**src/rtl/fetch_stage.sv**
```systemverilog
// Instruction fetch stage with IF/ID pipeline register.
// Drives a sync-read imem; handles stall, redirect and hlt.
module fetch_stage #(
  parameter logic [31:0] RESET_PC  = 32'h0000_0000,
  parameter int          ADDR_W    = 10,
  parameter logic [31:0] NOP_INSTR = 32'h0000_0013
) (
  input  logic              clk,
  input  logic              rst_n,
  output logic [ADDR_W-1:0] imem_addr,
  input  logic [31:0]       imem_rdata,
  input  logic              stall,
  input  logic              redirect,
  input  logic [31:0]       redirect_pc,
  output logic [31:0]       id_instr,
  output logic [31:0]       id_pc,
  output logic              id_valid,
  output logic              halted
);

  typedef enum logic [1:0] {
    BOOT,
    RUN,
    HALT
  } state_t;

  typedef struct packed {
    logic [31:0] instr;
    logic [31:0] pc;
    logic        valid;
  } if_id_t;

  state_t      state;
  state_t      state_nx;
  logic [31:0] pc;
  logic [31:0] pc_nx;
  logic [31:0] tgt;
  logic        is_hlt;
  if_id_t      ifid;
  if_id_t      ifid_nx;

  assign tgt    = redirect_pc & ~32'h3;
  assign is_hlt = imem_rdata[6:0] == 7'h7f;

  always_comb begin
    state_nx = state;
    pc_nx    = pc;
    ifid_nx  = ifid;
    unique case (state)
      BOOT: begin
        pc_nx         = RESET_PC;
        ifid_nx.instr = NOP_INSTR;
        ifid_nx.valid = 1'b0;
        state_nx      = RUN;
      end
      RUN: begin
        if (redirect) begin
          pc_nx         = tgt;
          ifid_nx.instr = NOP_INSTR;
          ifid_nx.valid = 1'b0;
        end else if (!stall) begin
          pc_nx         = pc + 32'd4;
          ifid_nx.instr = imem_rdata;
          ifid_nx.pc    = pc;
          ifid_nx.valid = 1'b1;
          if (is_hlt) state_nx = HALT;
        end
      end
      HALT: begin
        // a redirect means the hlt was on the wrong path
        if (redirect) begin
          pc_nx         = tgt;
          ifid_nx.instr = NOP_INSTR;
          ifid_nx.valid = 1'b0;
          state_nx      = RUN;
        end else if (!stall) begin
          ifid_nx.instr = NOP_INSTR;
          ifid_nx.valid = 1'b0;
        end
      end
      default: begin
        state_nx = BOOT;
      end
    endcase
  end

  assign imem_addr = pc_nx[ADDR_W+1:2];

  always_ff @(posedge clk or negedge rst_n) begin
    if (!rst_n) begin
      state      <= BOOT;
      pc         <= RESET_PC;
      ifid.instr <= NOP_INSTR;
      ifid.pc    <= RESET_PC;
      ifid.valid <= 1'b0;
      halted     <= 1'b0;
    end else begin
      state  <= state_nx;
      pc     <= pc_nx;
      ifid   <= ifid_nx;
      halted <= state_nx == HALT;
    end
  end

  assign id_instr = ifid.instr;
  assign id_pc    = ifid.pc;
  assign id_valid = ifid.valid;

endmodule

```
**config.mk**
```make
export PLATFORM = sky130hd
export DESIGN_NAME = fetch_stage
export DESIGN_NICKNAME = d
export VERILOG_FILES = /design/src/rtl/fetch_stage.sv
export SDC_FILE = /design/constraint.sdc
export NUM_CORES = 1
export LEC_CHECK = 0
export CAP_MARGIN = 15
export CORE_ASPECT_RATIO = 1.25
export CORE_MARGIN = 2
export CORE_UTILIZATION = 52
export CTS_BUF_LIST = sky130_fd_sc_hd__clkbuf_2 sky130_fd_sc_hd__clkbuf_4 sky130_fd_sc_hd__clkbuf_8
export DETAILED_ROUTE_END_ITERATION = 8
export PLACE_DENSITY = 0.91
export SLEW_MARGIN = 20
export SYNTH_ARGS = -nofsm -noshare
export SYNTH_HDL_FRONTEND = slang
export SYNTH_SLANG_ARGS = --single-unit
```
**constraint.sdc**
```tcl
create_clock -name clk -period 3.9 [get_ports clk]
set_input_delay 0.78 -clock clk [delete_from_list [all_inputs] [get_ports clk]]
set_output_delay 0.78 -clock clk [all_outputs]
set_load 0.02 [all_outputs]
```
After elaboration in Yosys (flattened, before gate mapping)
Index checks and enable logic that the tools add are counted.

word-level totals
  bits in registers = 100
  output and inout port bits = 76
  logic and storage cells = 40

cells by class
  bitwise logic cells = 2
  reduce and logical (&&, ||, !) cells = 5
  eq/ne operators = 7
  add/sub/neg operators = 1
  multiplexer cells = 18

operators by type and width
  cell                     count
  $mux W32                 6
  $pmux W32 S3             2
  $mux W65                 1
  $add A32 B3 Y32 const B  1
  $reduce_and A3 Y1        3
  $mux W2                  4
  $eq A7 B7 Y1 const B     1
  $ne A3 B3 Y1 const B     2
  $pmux W2 S3              1
  $eq A2 B2 Y1 const B     2
  $mux W1                  3
  $pmux W1 S3              1
  $reduce_bool A3 Y1       1
  $eq A2 B1 Y1 const B     1
  $logic_not A2 Y1         1
  $ne A2 B2 Y1 const B     1
  $not A1 Y1               2

Depth between registers and ports, before layout
  depth in word-level cells = 6
  depth in mapped cells = 9
  depth with buffers taken out = 6

Worst setup path after synthesis
Ideal clock, no wire load.

  path type = input-to-output
  start point = input stall
  end point = output imem_addr[8]
  required time = 3.120 ns
  arrival = 2.133 ns
  cell stages on the path = 6
  buffers on the path = 2
  slack = 0.987 ns
  cell sequence = clkbuf_1 > or4_1 > a21oi_1 > o21ai_0 > a221o_1 > buf_4

between the ends
  word-level cells in the longest chain between the ends = 3

RTL lines
  element       line  text
  from (decl)   12    input logic stall,
  $mux W32      61    end else if (!stall) begin
  $mux W32      57    if (redirect) begin
  $pmux W32 S3  49    unique case (state)
  to (decl)     10    output logic [ADDR_W-1:0] imem_addr,

No other way between the ends. The select of a mux whose other input is x is not followed.

Final worst setup path
  start point = register pc[2]
  end point = output imem_addr[8]

between the ends
  word-level cells in the longest chain between the ends = 4

RTL lines
  element                 line  text
  from (decl)             35    logic [31:0] pc;
  from (signal assigned)  99    pc <= pc_nx;
  $add A32 B3 Y32         62    pc_nx = pc + 32'd4;
  $mux W32                61
  $mux W32                57
  $pmux W32 S3            49

No other way between the ends. The select of a mux whose other input is x is not followed.

==> impl_metrics.xml <==
<?xml version="1.0" encoding="UTF-8"?>
<metrics>
  <group name="sta">
    <metric name="report.final.slew_viol_count" unit="">0</metric>
    <metric name="setup_viol" unit="">0</metric>
    <metric name="timing.final.hold_violations" unit="">0</metric>
    <metric name="grt_setup_unrepaired" unit="">false</metric>
    <metric name="time_the_worst_path_needs_with_i_o_delays_and_setup" unit="ns">3.77</metric>
    <metric name="maxClockFrequency" unit="MHz">265</metric>
    <metric name="max-slew-margin-rel" unit="%">40.4</metric>
    <metric name="period_share" unit="%">96.8</metric>
    <metric name="worstMarginPinSlew" unit="ns">0.886</metric>
    <metric name="timing.setup.tns" unit="ns">0</metric>
    <metric name="fin_skew" unit="ns">0.00860</metric>
  </group>
  <group name="final_layout">
    <metric name="finish.instance_area" unit="sq mm">0.00613</metric>
    <metric name="finalNetCount" unit="">654</metric>
    <metric name="area.growth.synth_to_final" unit="%">35.1</metric>
    <metric name="fillerInstances" unit="">630</metric>
    <metric name="final_util" unit="%">71.7</metric>
    <metric name="register_area" unit="sq mm">0.00241</metric>
    <metric name="insertedDiodeCount" unit="">0</metric>
    <metric name="share_of_post_route_cells_with_drive_strength_above_1" unit="%">6.78</metric>
    <metric name="multi_input_comb_area" unit="sq mm">0.00191</metric>
    <metric name="layoutNonFillerInstCount" unit="">690</metric>
  </group>
  <group name="global_routing">
    <metric name="globalRouteOverflowTotal" unit="">0</metric>
    <metric name="grt.busiest_layer" unit="">met2</metric>
    <metric name="grtUsageMet3" unit="%">7.25</metric>
    <metric name="grt_start_max_net_pins" unit="">53</metric>
    <metric name="grt_antenna_before_repair" unit="">0</metric>
    <metric name="first_global_vias" unit="">4081</metric>
    <metric name="groute.layer.met1.usage" unit="%">31.6</metric>
    <metric name="global_route.usage.met2" unit="%">42.0</metric>
    <metric name="grtUsageTotal" unit="%">25.6</metric>
    <metric name="grt_pass1_wl" unit="mm">19.1</metric>
  </group>
  <group name="detailed_routing">
    <metric name="drt_iter0_markers" unit="">314</metric>
    <metric name="avgViaCountPerCell" unit="">5.96</metric>
    <metric name="final_antenna_net_count" unit="">0</metric>
    <metric name="routedWlPerCell" unit="um">17.4</metric>
    <metric name="drc_errors" unit="">0</metric>
    <metric name="detailroute.via_count" unit="">4114</metric>
    <metric name="first_pass_iters" unit="">6</metric>
    <metric name="totalWireLength" unit="mm">12.0</metric>
  </group>
  <group name="synth">
    <metric name="netlist_instances" unit="">464</metric>
    <metric name="syn_area_per_cell" unit="sq um">9.78</metric>
    <metric name="synth_enable_flop_cells" unit="">0</metric>
    <metric name="syn_area" unit="sq mm">0.00454</metric>
    <metric name="postSynth.asyncResetShare" unit="%">100</metric>
    <metric name="synthMostInstantiatedCell" unit="">sky130_fd_sc_hd__nand2_1</metric>
    <metric name="number_of_unique_standard_cell_types_used_by_synthesis" unit="">52</metric>
    <metric name="post-synth-top-area-fraction" unit="%">51.3</metric>
    <metric name="synth_seq_area_share" unit="%">53.0</metric>
    <metric name="synth_area_leaders" unit="">sky130_fd_sc_hd__dfrtp_1 (51%), sky130_fd_sc_hd__nand2_1 (9.3%), sky130_fd_sc_hd__a22o_1 (5.6%), sky130_fd_sc_hd__o21ai_0 (2.6%), sky130_fd_sc_hd__buf_4 (2.5%)</metric>
    <metric name="synth_top_cell_by_area" unit="">sky130_fd_sc_hd__dfrtp_1</metric>
    <metric name="ys_top_cells_by_count" unit="">sky130_fd_sc_hd__nand2_1 (113), sky130_fd_sc_hd__dfrtp_1 (93), sky130_fd_sc_hd__a22o_1 (29), sky130_fd_sc_hd__o21ai_0 (24)</metric>
    <metric name="ys_warn_count" unit="">0</metric>
    <metric name="leading_register_cell_type_out_of_synthesis" unit="">sky130_fd_sc_hd__dfrtp_1</metric>
    <metric name="synth-seq-cells" unit="">96</metric>
  </group>
  <group name="floorplan">
    <metric name="pin_count" unit="">144</metric>
    <metric name="die_area" unit="sq mm">0.00949</metric>
    <metric name="placement_rows" unit="">38</metric>
    <metric name="design.core.area" unit="sq mm">0.00856</metric>
    <metric name="die-width" unit="um">87.6</metric>
    <metric name="die_height" unit="um">108</metric>
    <metric name="initial_core_util" unit="%">53.0</metric>
  </group>
  <group name="worst_setup_path">
    <metric name="cp_data_arrival_time" unit="ns">2.99</metric>
    <metric name="critical_path.max_fanout" unit="">8</metric>
    <metric name="critical_path.endpoint_type" unit="">primary output</metric>
    <metric name="required" unit="ns">3.12</metric>
    <metric name="reg2reg_slack" unit="ns">1.57</metric>
    <metric name="critical_path_class" unit="">reg2out</metric>
    <metric name="worstSetupStartpointType" unit="">register</metric>
    <metric name="critical_path.reg2reg.endpoint" unit="">pc[20]</metric>
    <metric name="worstRegToRegCells" unit="">6</metric>
    <metric name="regToRegStartpoint" unit="">pc[2]</metric>
  </group>
  <group name="power">
    <metric name="seq_power_share" unit="%">49.3</metric>
    <metric name="power.static_leakage" unit="nW">2.67</metric>
    <metric name="power_density" unit="mW/mm^2">394</metric>
    <metric name="power_frac_comb" unit="%">23.6</metric>
    <metric name="swShare" unit="%">30.2</metric>
    <metric name="netSwitchingPower" unit="uW">730</metric>
    <metric name="power.share.clock" unit="%">27.1</metric>
    <metric name="vdd_drop_max" unit="mV">0.226</metric>
    <metric name="cell_internal_pwr" unit="mW">1.69</metric>
  </group>
  <group name="place">
    <metric name="port-buffer-count" unit="">139</metric>
    <metric name="detailed_place_hpwl" unit="mm">8.44</metric>
    <metric name="placement.cell_area" unit="sq mm">0.00593</metric>
    <metric name="gp_congestion" unit="">0.867</metric>
    <metric name="dpl.cell_count" unit="">674</metric>
  </group>
  <group name="flow_run">
    <metric name="max-cap-violations" unit="">0</metric>
  </group>
  <group name="clocking">
    <metric name="worstSkewPairLatency" unit="ns">0.37</metric>
    <metric name="cts_num_sinks" unit="">96</metric>
    <metric name="htree_levels" unit="">3</metric>
    <metric name="clkTransAtPathRegs" unit="ns">0.10</metric>
    <metric name="cts_tree" unit="">built</metric>
    <metric name="clk_path_buf_depth" unit="">2</metric>
    <metric name="cts-hold-fix-buffers" unit="">0</metric>
    <metric name="tritoncts.num_buffers" unit="">9</metric>
    <metric name="cts.root.buffer_cell" unit="">sky130_fd_sc_hd__clkbuf_8</metric>
  </group>
  <group name="hold_path">
    <metric name="worst_hold_path_type" unit="">in2async</metric>
  </group>
  <group name="run_status">
    <metric name="status" unit="">complete, no violations</metric>
  </group>
</metrics>
flip-flops by register name (all words and copies together), names as in the netlist:
name,count
id_valid,1
halted,1
state,2
pc,30
id_pc,30
id_instr,32
how the worst max path moves through the flow:
stage / startpoint / endpoint / slack [ns]
after floorplan: stall / imem_addr[8] / 0.99
after global placement: stall / imem_addr[7] / 0.13
after detailed placement: stall / imem_addr[7] / 0.11
after CTS: pc[2] / imem_addr[7] / 0.11
after global routing: redirect / imem_addr[7] / 0.07
final: pc[2] / imem_addr[8] / 0.13
worst max-delay path: stages (launching register included):
cell and delay [ns]:
sky130_fd_sc_hd__dfrtp_1 0.48, sky130_fd_sc_hd__ha_1 0.22, sky130_fd_sc_hd__nand2_1 0.21, sky130_fd_sc_hd__or4_1 0.58, sky130_fd_sc_hd__a21oi_1 0.15, sky130_fd_sc_hd__o21ai_0 0.09
sky130_fd_sc_hd__a221o_1 0.35, sky130_fd_sc_hd__clkdlybuf4s50_1 0.55
cell families after synthesis:
kind of cell,share of synthesized area [%]
buf+inv,5.35
other cells,0.0826
compound gates,18.7
fa+ha+maj,0.276
flops,53.0
xor+xnor,0.965
mux,2.23
simple gates,19.4
power groups by stage:
stage | combinational, mW | sequential [mW] | clock (mW)
after floorplan | 0.213 | 1.27 | 0
after global placement | 0.559 | 1.20 | 0
after detailed placement | 0.572 | 1.21 | 0
after CTS | 0.575 | 1.19 | 0.664
after global routing | 0.616 | 1.21 | 0.705
final | 0.572 | 1.19 | 0.654
final cells by class:
| type | count | share of cell area (%) |
|---|---|---|
| clock buffers | 11 | 2.26 |
| clock inverters | 5 | 0.939 |
| inverters | 4 | 0.245 |
| multi-input cells | 323 | 31.2 |
| flip-flops and latches | 96 | 39.2 |
| well taps | 100 | 2.04 |
| repair buffers | 151 | 24.1 |
placed cells by master (no fill, tap or decap), types with 2 or more instances in the layout:
cell	count
sky130_fd_sc_hd__nor4_1	5
sky130_fd_sc_hd__nor3_1	7
sky130_fd_sc_hd__o21ai_0	23
sky130_fd_sc_hd__dfrtp_1	93
sky130_fd_sc_hd__conb_1	2
sky130_fd_sc_hd__nand2_1	113
sky130_fd_sc_hd__buf_4	13
sky130_fd_sc_hd__and2_1	4
sky130_fd_sc_hd__dfstp_2	3
sky130_fd_sc_hd__o22ai_1	2
sky130_fd_sc_hd__nor2_1	14
sky130_fd_sc_hd__a22o_1	29
sky130_fd_sc_hd__o22a_1	3
sky130_fd_sc_hd__mux2i_1	9
sky130_fd_sc_hd__or3_1	4
sky130_fd_sc_hd__clkinvlp_4	3
sky130_fd_sc_hd__a31oi_1	3
sky130_fd_sc_hd__a22oi_1	7
sky130_fd_sc_hd__clkdlybuf4s50_1	138
sky130_fd_sc_hd__o21a_1	3
sky130_fd_sc_hd__nand4_1	6
sky130_fd_sc_hd__inv_1	4
sky130_fd_sc_hd__clkbuf_4	2
sky130_fd_sc_hd__nand2b_1	7
sky130_fd_sc_hd__and4_1	2
sky130_fd_sc_hd__o211ai_1	4
sky130_fd_sc_hd__clkbuf_8	9
sky130_fd_sc_hd__xor2_1	4
sky130_fd_sc_hd__o32a_1	3
sky130_fd_sc_hd__a221o_1	9
sky130_fd_sc_hd__or4_1	4
sky130_fd_sc_hd__a21oi_1	16
sky130_fd_sc_hd__nand3_1	15
per-layer routing:
metal,share of wire [%],wire length [um],vias up
met1,38,4620,2011
met2,52,6230,184
met5,0,0,-
li1,-,-,1892
met4,2.3,280,0
met3,7.4,888,27
stage by stage:
stage               setup slack, ns  total power, mW  hold WS (ns)
finish                        0.126             2.42         0.423
global route                 0.0674             2.53         0.468
CTS                           0.113             2.43         0.439
detailed placement            0.114             1.78         0.462
global placement              0.128             1.76         0.457
floorplan                     0.987             1.48         0.463
what timing repair did:
| action | 4_1_cts | 5_1_grt |
|---|---|---|
| setup buffers | 0 | 0 |
| hold endpoints to repair | 0 | 0 |
| setup endpoints to repair | 0 | 1 |
| gates resized for setup | 0 | 2 |
No activity file was read; power rests on OpenSTA's default activity.
